$ cat config.mk
export PLATFORM = sky130hd
export DESIGN_NAME = pc_redirect_ctrl
export DESIGN_NICKNAME = d
export VERILOG_FILES = /design/src/rtl/pc_redirect_ctrl_pkg.sv /design/src/rtl/pc_redirect_ctrl_prio_sel.sv /design/src/rtl/pc_redirect_ctrl.sv
export SDC_FILE = /design/constraint.sdc
export NUM_CORES = 1
export LEC_CHECK = 0
export ABC_AREA = 0
export CORE_ASPECT_RATIO = 1.1
export CORE_MARGIN = 4
export CORE_UTILIZATION = 45
export CTS_BUF_LIST = sky130_fd_sc_hd__clkbuf_16
export CTS_CLUSTER_DIAMETER = 150
export CTS_CLUSTER_SIZE = 40
export DETAILED_ROUTE_END_ITERATION = 8
export MAX_ROUTING_LAYER = met4
export PLACE_DENSITY = 0.88
export RECOVER_POWER = 100
export SLEW_MARGIN = 20
export SYNTH_ARGS = -nofsm -noshare
export SYNTH_HDL_FRONTEND = slang
export SYNTH_SLANG_ARGS = --single-unit
$ cat constraint.sdc
create_clock -name clk -period 5.3 [get_ports clk]
set_input_delay 1.06 -clock clk [delete_from_list [all_inputs] [get_ports clk]]
set_output_delay 1.06 -clock clk [all_outputs]
set_load 0.1 [all_outputs]
$ cat src/rtl/pc_redirect_ctrl_pkg.sv
// rtl/pc_redirect_ctrl_pkg.sv - shared types and constants for the PC redirect controller
//
// Purpose: state encoding, address width and redirect-source tags used by
//          pc_redirect_ctrl and its priority selector.
package pc_redirect_ctrl_pkg;

  localparam int XLEN = 32;

  typedef enum logic [1:0] {
    IDLE       = 2'd0,
    PEND       = 2'd1,
    TRAP_DRAIN = 2'd2,
    TRAP_ISSUE = 2'd3
  } redir_state_t;

  // Which request won arbitration this cycle; kept mainly for debug visibility.
  typedef enum logic [1:0] {
    SRC_NONE = 2'd0,
    SRC_BR   = 2'd1,
    SRC_MRET = 2'd2,
    SRC_TRAP = 2'd3
  } redir_src_t;

endpackage

$ cat src/rtl/pc_redirect_ctrl_prio_sel.sv
// rtl/pc_redirect_ctrl_prio_sel.sv - fixed-priority redirect source selector
//
// Purpose: picks the single winning redirect request (trap > mret > branch)
//          and its target. Purely combinational.
// Ports:
//   trap_req/trap_vector  trap entry request and handler address
//   mret_req/mepc         mret request and return address
//   br_taken/br_target    taken branch/jump and destination
//   src                   winning source (SRC_NONE when nothing requested)
//   target                target of the winner (0 when nothing requested)
module redirect_prio_sel
  import pc_redirect_ctrl_pkg::*;
#(
  parameter int XLEN = pc_redirect_ctrl_pkg::XLEN
) (
  input  logic            trap_req,
  input  logic [XLEN-1:0] trap_vector,
  input  logic            mret_req,
  input  logic [XLEN-1:0] mepc,
  input  logic            br_taken,
  input  logic [XLEN-1:0] br_target,
  output redir_src_t      src,
  output logic [XLEN-1:0] target
);

  always_comb begin
    src    = SRC_NONE;
    target = '0;
    if (trap_req) begin
      src    = SRC_TRAP;
      target = trap_vector;
    end else if (mret_req) begin
      src    = SRC_MRET;
      target = mepc;
    end else if (br_taken) begin
      src    = SRC_BR;
      target = br_target;
    end
  end

endmodule

$ cat src/rtl/pc_redirect_ctrl.sv
// rtl/pc_redirect_ctrl.sv - program counter redirect sequencer and stall merger
//
// Purpose: sole driver of the pc module's j_signal/jump/stall. Arbitrates
//          trap/mret/branch redirects, holds a redirect until fetch is ready,
//          and drains outstanding stores (with timeout) before trap entry.
// Ports:
//   clk, rst                  clock, asynchronous active-low reset
//   br_taken, br_target       taken branch/jump from EX
//   mret_req, mepc            mret retirement and return address
//   trap_req, trap_vector     trap entry request (held until trap_ack)
//   hazard_stall              load-use stall
//   fetch_ready               instruction memory accepts a new PC
//   drain_done                no stores outstanding in MEM/WB
//   j_signal, jump            redirect pulse and word-aligned target
//   pc_stall                  merged PC hold (combinational)
//   flush_if_id, flush_id_ex  pipeline kill pulses
//   trap_ack                  one-cycle pulse with the trap redirect
//   busy                      controller not idle
//   drain_err                 sticky drain-timeout flag
module pc_redirect_ctrl
  import pc_redirect_ctrl_pkg::*;
#(
  parameter int XLEN          = pc_redirect_ctrl_pkg::XLEN,
  parameter int DRAIN_TIMEOUT = 16
) (
  input  logic            clk,
  input  logic            rst,
  input  logic            br_taken,
  input  logic [XLEN-1:0] br_target,
  input  logic            mret_req,
  input  logic [XLEN-1:0] mepc,
  input  logic            trap_req,
  input  logic [XLEN-1:0] trap_vector,
  input  logic            hazard_stall,
  input  logic            fetch_ready,
  input  logic            drain_done,
  output logic            j_signal,
  output logic [XLEN-1:0] jump,
  output logic            pc_stall,
  output logic            flush_if_id,
  output logic            flush_id_ex,
  output logic            trap_ack,
  output logic            busy,
  output logic            drain_err
);

  localparam int CNT_W = (DRAIN_TIMEOUT > 2) ? $clog2(DRAIN_TIMEOUT) : 1;
  localparam logic [CNT_W-1:0] CNT_LAST = CNT_W'(DRAIN_TIMEOUT - 1);

  redir_state_t    state_q, state_d;
  logic [XLEN-1:0] target_q, target_d;
  logic [CNT_W-1:0] cnt_q, cnt_d;
  logic            j_d, flush_d, ack_d, err_d;
  logic [XLEN-1:0] jump_d;

  redir_src_t      sel_src;
  logic [XLEN-1:0] sel_target;

  redirect_prio_sel #(.XLEN(XLEN)) u_prio_sel (
    .trap_req    (trap_req),
    .trap_vector (trap_vector),
    .mret_req    (mret_req),
    .mepc        (mepc),
    .br_taken    (br_taken),
    .br_target   (br_target),
    .src         (sel_src),
    .target      (sel_target)
  );

  always_ff @(posedge clk or negedge rst) begin
    if (!rst) begin
      state_q     <= IDLE;
      target_q    <= '0;
      cnt_q       <= '0;
      j_signal    <= 1'b0;
      jump        <= '0;
      flush_if_id <= 1'b0;
      flush_id_ex <= 1'b0;
      trap_ack    <= 1'b0;
      drain_err   <= 1'b0;
    end else begin
      state_q     <= state_d;
      target_q    <= target_d;
      cnt_q       <= cnt_d;
      j_signal    <= j_d;
      jump        <= jump_d;
      flush_if_id <= flush_d;
      flush_id_ex <= flush_d;
      trap_ack    <= ack_d;
      drain_err   <= err_d;
    end
  end

  always_comb begin
    state_d  = state_q;
    target_d = target_q;
    cnt_d    = cnt_q;
    err_d    = drain_err;
    j_d      = 1'b0;
    jump_d   = '0;
    flush_d  = 1'b0;
    ack_d    = 1'b0;

    case (state_q)
      IDLE: begin
        if (sel_src == SRC_TRAP) begin
          // Kill the wrong-path instructions now; the jump waits for the drain.
          target_d = sel_target;
          cnt_d    = '0;
          flush_d  = 1'b1;
          state_d  = TRAP_DRAIN;
        end else if (sel_src != SRC_NONE) begin
          if (fetch_ready) begin
            j_d     = 1'b1;
            jump_d  = {sel_target[XLEN-1:2], 2'b00};
            flush_d = 1'b1;
          end else begin
            target_d = sel_target;
            state_d  = PEND;
          end
        end
      end

      PEND: begin
        if (sel_src == SRC_TRAP) begin
          target_d = sel_target;
          cnt_d    = '0;
          state_d  = TRAP_DRAIN;
        end else if (fetch_ready) begin
          j_d     = 1'b1;
          jump_d  = {target_q[XLEN-1:2], 2'b00};
          flush_d = 1'b1;
          state_d = IDLE;
        end
      end

      TRAP_DRAIN: begin
        cnt_d = cnt_q + 1'b1;
        if (drain_done) begin
          state_d = TRAP_ISSUE;
        end else if (cnt_q == CNT_LAST) begin
          // Give up waiting; the trap is taken anyway and the event is recorded.
          err_d   = 1'b1;
          state_d = TRAP_ISSUE;
        end
      end

      TRAP_ISSUE: begin
        if (fetch_ready) begin
          j_d     = 1'b1;
          jump_d  = {target_q[XLEN-1:2], 2'b00};
          flush_d = 1'b1;
          ack_d   = 1'b1;
          state_d = IDLE;
        end
      end

      default: state_d = IDLE;
    endcase
  end

  assign busy     = (state_q != IDLE);
  // A redirect cycle must let the PC load, so j_signal overrides every stall.
  assign pc_stall = (hazard_stall | ~fetch_ready | busy) & ~j_signal;

endmodule

==> results of run 1 <==
[final timing paths]
check                      depth (start not counted)                 endpoint
setup / recovery                                   4  target_q[8]$_DFFE_PN0P_
hold / removal                                     2    drain_err$_DFFE_PN0P_
setup reg to reg                                   3  target_q[8]$_DFFE_PN0P_
hold reg to reg                                    2    drain_err$_DFFE_PN0P_
max in group asynchronous                          2  target_q[6]$_DFFE_PN0P_
min in group asynchronous                          2    drain_err$_DFFE_PN0P_
[through the flow]
step           total power [mW]  worst slack, ns  hold WS (ns)  util (%)  area (um2)
2_1_floorplan              1.72             1.50         0.443         -        3270
3_3_place_gp               1.98             1.37         0.442      65.1        4590
3_5_place_dp               2.03             1.35         0.463      65.1        4590
4_1_cts                    2.66             1.34         0.476      69.5        4890
5_1_grt                    2.72            0.781         0.492      69.4        4890
6_report                   2.61             1.07         0.462      69.4        4890
[flip-flops by register name, summed over array words and instances (netlist names)]
name         count
trap_ack         1
jump            30
cnt_q            4
target_q        30
flush_id_ex      1
j_signal         1
drain_err        1
state_q          2
[power groups by stage]
stage	clock, mW	sequential, mW	combinational (mW)
floorplan	0	1.28	0.439
finish	0.619	0.840	1.15
CTS	0.629	0.842	1.18
detailed placement	0	0.851	1.18
global route	0.653	0.862	1.21
global placement	0	0.831	1.15
[cell type report]
| type | count | area, um2 |
|---|---|---|
| fillers | 525 | 2150 |
| inverters | 5 | 18.8 |
| repair buffers | 138 | 1360 |
| clock inverters | 7 | 81.3 |
| flip-flops and latches | 70 | 1750 |
| multi-input cells | 208 | 1350 |
| clock buffers | 9 | 225 |
| well taps | 85 | 106 |
[synthesized netlist by cell type (3+ instances only)]
library cell / count
a22o_1: 13
a22oi_1: 29
buf_2: 7
buf_4: 3
buf_6: 4
clkbuf_1: 13
dfrtp_1: 70
inv_1: 5
mux2_1: 4
mux2_2: 26
nand2_1: 54
nor2_1: 6
o21ai_0: 52
[logic make-up after synthesis]
kind of cell	synth area share, %
AOI/OAI and AO/OA	20.7
DFF	53.7
and+or+nand+nor	8.44
buffers and inverters	5.22
muxes	10.7
xor gates and xnor gates	0.806
adders and majority gates	0.384
other	0.115
[per-layer routing]
metal | global-route usage [%] | share of wire (%)
met3 | 6.45 | 7.3
met5 | - | 0
met4 | 5.50 | 1.2
met2 | 36.9 | 53
met1 | 23.3 | 39
[worst reg2reg max path, cell delays in order (launching register included)]
cell     delay (ns)
dfrtp_1        0.50
or3_4          0.45
a21oi_4        0.79
mux2_2         0.44
==> flow_metrics.py, run 1 <==
metrics = {
    "status": {
        "outcome": "finished with violations",
        "violations": "capacitance limit, slew limit",
    },
    "yosys": {
        "seq_area_frac_synth_pct": 53.7,
        "syn-cell-area_um2": 3260,
        "synth_flop_cell": "dfrtp_1",
        "synthCells": 309,
        "synthArstFlopShare_pct": 100,
        "yosys_warnings": 0,
        "synth_edf_count": 0,
        "synth-seq-cells": 70,
        "synth_top_area_share_pct": 53.7,
        "avgSynthCellArea_um2": 10.6,
        "ys_types": 34,
        "synthTopCellsByArea": "dfrtp_1 54%, mux2_2 9.0%, o21ai_0 8.0%",
        "synth_top_area_cell": "dfrtp_1",
    },
    "route": {
        "initialDrtViolationCount": 90,
        "vias": 2811,
        "wirelength_mm": 8.81,
        "post_drt_wl_per_cell_um": 16.9,
        "viasPerCell": 5.39,
        "drcViolationCount": 0,
        "first_pass_iters": 4,
        "ant_nets": 0,
    },
    "floorplan": {
        "die_h_um": 97.3,
        "die_w_um": 89.2,
        "initial_utilization_pct": 46.3,
        "core_um2": 7050,
        "num_io_pins": 143,
        "dieArea_um2": 8680,
        "placementRows": 32,
    },
    "power_and_ir_drop": {
        "swShare_pct": 42.9,
        "clkPwrFrac_pct": 23.7,
        "ir_drop_v": 0.000417,
        "p_leak_nw": 2.19,
        "power.internal_mw": 1.49,
        "p_sw_mw": 1.12,
        "p_comb_share_pct": 44.0,
        "cellPowerDensity_nw_per_um2": 533,
        "seq_power_share_pct": 32.2,
    },
    "place": {
        "gp_congestion": 0.809,
        "port_buffers": 134,
        "dp_cells": 506,
        "hpwl_mm": 6.32,
    },
    "clock_network": {
        "cts_resized": 0,
        "cts-root-buf": "clkbuf_16",
        "cts_buffer_depth": 2,
        "holdBufCountCts": 0,
        "post_cts_buffers": 0,
        "clkSinkCount": 70,
        "worstSkewPairLatency_ns": 0.32,
        "cts.htree.levels": 3,
        "cts_tree": "yes",
        "path_clk_slew_ns": 0.05,
        "cts_buffers": 9,
    },
    "sta": {
        "relSlewSlack_pct": -58.1,
        "fmax_mhz": 237,
        "rsz0062_at_grt": "no",
        "min_period_ns": 4.23,
        "slew_viol_final": 64,
        "period_share_pct": 79.8,
        "finalHoldViolCount": 0,
        "skew_ns": 0.00476,
        "setup_viol": 0,
        "tightest_slew_ns": 2.37,
        "setup-tns-final_ns": 0,
    },
    "global_routing": {
        "grt_pass1_wl_mm": 14.0,
        "grt_util_all_layers_pct": 21.3,
        "grt_max_degree": 71,
        "grt_pass1_vias": 2964,
        "grt_remaining_overflow": 0,
        "antenna_found_initial": 0,
    },
    "worst_setup_path": {
        "startpoint_type": "input port",
        "path_cells": "clkbuf_1 > inv_1 > a21oi_4 > mux2_2",
        "arrival_ns": 4.43,
        "end_kind": "flop",
        "cp_top_family": "buffers and inverters",
        "crit_start": "trap_req",
        "cp_slowest_cell": "clkbuf_1",
        "cpPeakStageDelay_ns": 1.64,
        "cp_max_fo": 63,
        "reg2reg_slack_ns": 3.01,
        "r2r_start": "state_q[0]$_DFFE_PN0P_",
        "critical_path_class": "in2reg",
        "cp.required_ns": 5.51,
        "crit_buf_inv": 2,
    },
    "cells_and_area": {
        "final_common_cell": "clkdlybuf4s50_1",
        "finalNonFillerCells": 522,
        "layout_common_cells": "93 x clkdlybuf4s50_1, 70 x dfrtp_1, 54 x nand2_1, 52 x o21ai_0, 39 x dlygate4sd3_1",
        "drive_above_1_share_pct": 11.2,
        "diodes": 0,
        "layout.nets": 537,
        "area_growth_pct": 50.0,
    },
    "min_path": {
        "hold_path_class": "reg2reg",
        "hp-start": "drain_err$_DFFE_PN0P_",
    },
    "flow_run": {
        "maxCapViolCount": 1,
    },
}
Note: power is estimated with default switching activity, not from simulation.
==> inputs of run 2 (changes only) <==
- CORE_UTILIZATION: 45 -> 38
- PLACE_DENSITY: 0.88 -> 0.79
- clock period: 5.3 -> 3.66 ns (I/O delays scaled with it)
==> run 2 against run 1 <==
The run still ends with capacitance limit, slew limit left. Cell count is 5.7% higher. Clock skew about the same. First-iteration DRC count decreased by 6.7%. Register-to-register slack got worse by 1.8 ns. Sequential power is 44% higher. Utilization is 10 points lower. Combinational power grew 43%. Sequential share of layout area is 0.29 points lower. Via count is 1.0% lower. Count of clock-buffer cells in the layout unchanged. Non-clock buffer count increased by 4. Worst setup slack worse by 0.45 ns. Critical path type unchanged. Critical endpoint is now target_q[23]$_DFFE_PN0P_.
==> flow_metrics.py, run 2 (synthesized netlist as in run 1, its figures left out) <==
metrics = {
    "status": {
        "outcome": "finished with violations",
        "violations": "capacitance limit, slew limit",
    },
    "clock_network": {
        "cts.htree.levels": 3,
        "cts_resized": 0,
        "cts_tree": "yes",
        "path_clk_slew_ns": 0.05,
        "worstSkewPairLatency_ns": 0.32,
        "cts_buffers": 9,
        "clkSinkCount": 70,
        "post_cts_buffers": 0,
        "cts_buffer_depth": 2,
        "cts-root-buf": "clkbuf_16",
        "holdBufCountCts": 0,
    },
    "place": {
        "port_buffers": 134,
        "gp_congestion": 0.770,
        "hpwl_mm": 6.30,
    },
    "route": {
        "dr_wl_met2_mm": 4.37,
        "first_pass_iters": 5,
        "viasPerCell": 5.04,
        "drt-met1-wl_mm": 3.42,
        "initialDrtViolationCount": 84,
        "post_drt_wl_per_cell_um": 15.6,
        "wirelength_mm": 8.61,
        "maxUsedRoutingLayer": "met4",
        "vias": 2782,
        "ant_nets": 0,
        "drcViolationCount": 0,
        "met3_length_um": 740,
    },
    "worst_setup_path": {
        "end_kind": "flop",
        "startpoint_type": "input port",
        "critical_path_class": "in2reg",
        "arrival_ns": 3.24,
        "cp_max_fo": 16,
        "cp.required_ns": 3.86,
    },
    "global_routing": {
        "grt_pass1_vias": 2813,
        "antenna_found_initial": 0,
        "grt_pass1_wl_mm": 13.3,
        "grt_util_all_layers_pct": 17.7,
        "grt_max_degree": 45,
        "grt_remaining_overflow": 0,
    },
    "floorplan": {
        "die_h_um": 105,
        "die_w_um": 96.3,
        "num_io_pins": 143,
        "placementRows": 35,
        "dieArea_um2": 10100,
        "initial_utilization_pct": 39.0,
        "core_um2": 8360,
    },
    "sta": {
        "min_period_ns": 3.04,
        "tightest_slew_ns": 2.26,
        "rsz0062_at_grt": "no",
        "setup-tns-final_ns": 0,
        "slew_viol_final": 45,
        "worst_hold_slack_ns": 0.476,
        "setup_viol": 0,
        "fmax_mhz": 329,
        "skew_ns": 0.00472,
        "finalHoldViolCount": 0,
        "relSlewSlack_pct": -50.9,
        "period_share_pct": 83.0,
    },
    "cells_and_area": {
        "layout.nets": 541,
        "final_common_cell": "clkdlybuf4s50_1",
        "layout_common_cells": "92 x clkdlybuf4s50_1, 70 x dfrtp_1, 54 x nand2_1, 52 x o21ai_0, 38 x dlygate4sd3_1",
        "reg.largest.list": "jump x30, target_q x30, cnt_q x4",
        "drive_above_1_share_pct": 10.9,
        "diodes": 0,
        "area_growth_pct": 51.2,
    },
    "power_and_ir_drop": {
        "swShare_pct": 42.6,
        "seq_power_share_pct": 32.2,
        "power.internal_mw": 2.15,
        "p_sw_mw": 1.60,
        "p_leak_nw": 2.19,
        "clkPwrFrac_pct": 23.8,
        "cellPowerDensity_nw_per_um2": 760,
        "p_comb_share_pct": 43.9,
        "ir_drop_v": 0.000352,
    },
    "flow_run": {
        "maxCapViolCount": 1,
    },
    "min_path": {
        "hold_path_class": "reg2reg",
    },
}
-- run 2: through the flow --
stage / std cells / setup WS [ns] / power [mW] / util [%] / area (um2)
floorplan: 310 / 0.504 / 2.49 / - / 3270
global placement: 536 / 0.878 / 2.89 / 55.6 / 4650
detailed placement: 536 / 0.796 / 2.94 / 55.6 / 4650
CTS: 552 / 1.09 / 3.85 / 59.4 / 4970
global route: 552 / 0.537 / 3.93 / 59.0 / 4930
finish: 552 / 0.622 / 3.75 / 59.0 / 4930
-- run 2: path summary, 6_finish.rpt --
check                                            to  slack, ns  cells after the start                     from
min                               jump[9]$_DFF_PN0_       0.48                      2  target_q[9]$_DFFE_PN0P_
max in group asynchronous        jump[26]$_DFF_PN0_       1.16                      2                      rst
min in group asynchronous        jump[23]$_DFF_PN0_       0.84                      2                      rst
max reg2reg                target_q[23]$_DFFE_PN0P_       1.25                      4   state_q[0]$_DFFE_PN0P_
max                        target_q[23]$_DFFE_PN0P_       0.62                      7                 mret_req
min reg2reg                       jump[9]$_DFF_PN0_       0.48                      2  target_q[9]$_DFFE_PN0P_
-- run 2: layout make-up --
| type | instances | area (um2) |
|---|---|---|
| well taps | 111 | 139 |
| multi-input cells | 208 | 1340 |
| flip-flops and latches | 70 | 1750 |
| fillers | 705 | 3430 |
| clock inverters | 7 | 90.1 |
| repair buffers | 142 | 1370 |
| inverters | 5 | 18.8 |
| clock buffers | 9 | 225 |
-- run 2: power by group through the flow --
stage               combinational, mW  clock (mW)  sequential [mW]
floorplan                       0.635           0             1.85
global placement                 1.68           0             1.21
detailed placement               1.71           0             1.23
CTS                              1.72       0.919             1.22
global route                     1.74       0.949             1.24
finish                           1.65       0.893             1.21
-- run 2: critical path: stages --
cell	delay, ns
dlygate4sd3_1	0.53
buf_4	0.22
nor2_1	0.09
or3_4	0.32
a21oi_1	0.18
clkbuf_1	0.75
mux2_2	0.42
-- run 2: routing by layer --
layer / GRT usage (%) / vias up
met2: 30.0 / 95
li1: - / 1352
met5: - / -
met1: 19.9 / 1327
met4: 4.81 / 0
met3: 5.40 / 8
==> inputs of run 3 (changes only) <==
- CORE_UTILIZATION: 38 -> 42
- PLACE_DENSITY: 0.79 -> 0.83
- clock period: 3.66 -> 2.9 ns (I/O delays scaled with it)
==> run 3 against run 2 <==
The flow still finishes with violations (capacitance limit, slew limit). Clock skew is 0.0036 ns higher. Critical endpoint is now busy. Critical path type is now reg2out. Worst hold slack worse by 0.0092 ns. Largest power group unchanged. Wire length is 0.48% lower. First-iteration DRC count is 7.1% higher. Final area is 4.2% lower. Clock power is 18% higher.
==> flow_metrics.py, run 3 (synthesized netlist as in run 1, its figures left out) <==
metrics = {
    "status": {
        "outcome": "finished with violations",
        "violations": "capacitance limit, slew limit",
    },
    "worst_setup_path": {
        "critical_path_class": "reg2out",
        "arrival_ns": 1.94,
        "r2r_start": "state_q[1]$_DFFE_PN0P_",
        "startpoint_type": "flop",
        "cp_slowest_cell": "clkbuf_1",
        "reg2reg_slack_ns": 0.87,
        "r2r_end": "jump[3]$_DFF_PN0_",
        "end_kind": "output port",
        "cp_max_fo": 11,
        "rr_worst_depth": 3,
        "cp.required_ns": 2.32,
        "cpPeakStageDelay_ns": 0.87,
        "path_cells": "nor2_1 > inv_1 > clkbuf_1",
    },
    "sta": {
        "setup_viol": 0,
        "setup-tns-final_ns": 0,
        "slew_viol_final": 31,
        "finalHoldViolCount": 0,
        "min_period_ns": 2.52,
        "worst_hold_slack_ns": 0.467,
        "tightest_slew_ns": 1.67,
        "relSlewSlack_pct": -11.1,
        "rsz0062_at_grt": "no",
        "fmax_mhz": 397,
        "period_share_pct": 86.8,
        "skew_ns": 0.00836,
    },
    "cells_and_area": {
        "reg.largest.list": "jump x30, target_q x30, cnt_q x4",
        "area_growth_pct": 44.9,
        "diodes": 0,
        "layout.nets": 541,
        "drive_above_1_share_pct": 11.6,
        "layout_common_cells": "94 x clkdlybuf4s50_1, 70 x dfrtp_1, 54 x nand2_1, 52 x o21ai_0, 37 x clkbuf_1",
        "post-route-util_pct": 62.9,
        "final_common_cell": "clkdlybuf4s50_1",
    },
    "clock_network": {
        "cts_buffers": 9,
        "clkSinkCount": 70,
        "path_clk_slew_ns": 0.06,
        "cts_tree": "yes",
        "cts_resized": 0,
        "post_cts_buffers": 0,
        "cts-root-buf": "clkbuf_16",
        "worstSkewPairLatency_ns": 0.33,
        "cts_buffer_depth": 2,
        "holdBufCountCts": 0,
        "cts.htree.levels": 3,
    },
    "floorplan": {
        "initial_utilization_pct": 43.4,
        "core_um2": 7510,
        "dieArea_um2": 9240,
        "placementRows": 33,
        "num_io_pins": 143,
        "die_w_um": 92.0,
        "die_h_um": 100,
    },
    "global_routing": {
        "grt_pass1_vias": 2936,
        "grt_max_degree": 41,
        "grt_pass1_wl_mm": 13.6,
        "antenna_found_initial": 0,
        "grt_util_all_layers_pct": 19.1,
        "grt_remaining_overflow": 0,
    },
    "place": {
        "port_buffers": 134,
        "hpwl_mm": 6.31,
        "gp_congestion": 0.728,
    },
    "power_and_ir_drop": {
        "cellPowerDensity_nw_per_um2": 970,
        "ir_drop_v": 0.000462,
        "p_leak_nw": 2.03,
    },
    "route": {
        "viasPerCell": 5.23,
        "initialDrtViolationCount": 90,
        "ant_nets": 0,
        "vias": 2857,
        "post_drt_wl_per_cell_um": 15.7,
        "first_pass_iters": 4,
        "drcViolationCount": 0,
        "wirelength_mm": 8.57,
    },
    "min_path": {
        "hold_path_class": "reg2reg",
        "holdPathEnd": "drain_err$_DFFE_PN0P_",
        "hp-start": "drain_err$_DFFE_PN0P_",
        "whs_path_depth": 2,
    },
    "flow_run": {
        "maxCapViolCount": 1,
    },
}
[run 3: final cells by class]
class | instances | area [um2]
Fill cell | 641 | 2790
Sequential cell | 70 | 1750
Multi-Input combinational cell | 208 | 1350
Timing Repair Buffer | 142 | 1180
Clock buffer | 9 | 225
Tap cell | 105 | 131
Clock inverter | 7 | 66.3
Inverter | 5 | 18.8
[run 3: routing by layer]
metal	global-route usage, %	vias to the layer above	wire (um)
met5	-	-	0
met4	7.89	0	160
met3	4.27	14	523
met2	33.4	100	4320
met1	21.2	1397	3560
li1	-	1346	-
[run 3: worst max-delay path, delay by kind of cell, from the launching register on]
family	cells	cell delay [ns]
buf+inv	2	0.94
simple gates	1	0.13
flops	1	0.54
[run 3: how the worst max path moves through the flow]
stage / startpoint / end / slack (ns)
2_1_floorplan: j_signal$_DFF_PN0_ / pc_stall / 0.47
3_3_place_gp: fetch_ready / jump[17]$_DFF_PN0_ / 0.41
3_5_place_dp: fetch_ready / jump[3]$_DFF_PN0_ / 0.35
4_1_cts: fetch_ready / jump[3]$_DFF_PN0_ / 0.68
5_1_grt: mret_req / target_q[4]$_DFFE_PN0P_ / 0.30
6_report: state_q[0]$_DFFE_PN0P_ / busy / 0.38
[run 3: per-stage QoR]
step | power (mW) | area [um2] | setup slack [ns] | std cells
2_1_floorplan | 3.14 | 3270 | 0.469 | 310
3_3_place_gp | 3.61 | 4580 | 0.411 | 530
3_5_place_dp | 3.68 | 4580 | 0.347 | 530
4_1_cts | 4.75 | 4870 | 0.681 | 546
5_1_grt | 4.79 | 4730 | 0.296 | 546
6_report | 4.59 | 4730 | 0.383 | 546
[run 3: report_power, final]
| part | switching [mW] | internal (mW) | total (mW) |
|---|---|---|---|
| logic | 1.45 | 0.555 | 2.00 |
| clock network | 0.394 | 0.658 | 1.05 |
| registers | 0.200 | 1.33 | 1.53 |
| total | 2.04 | 2.55 | 4.59 |
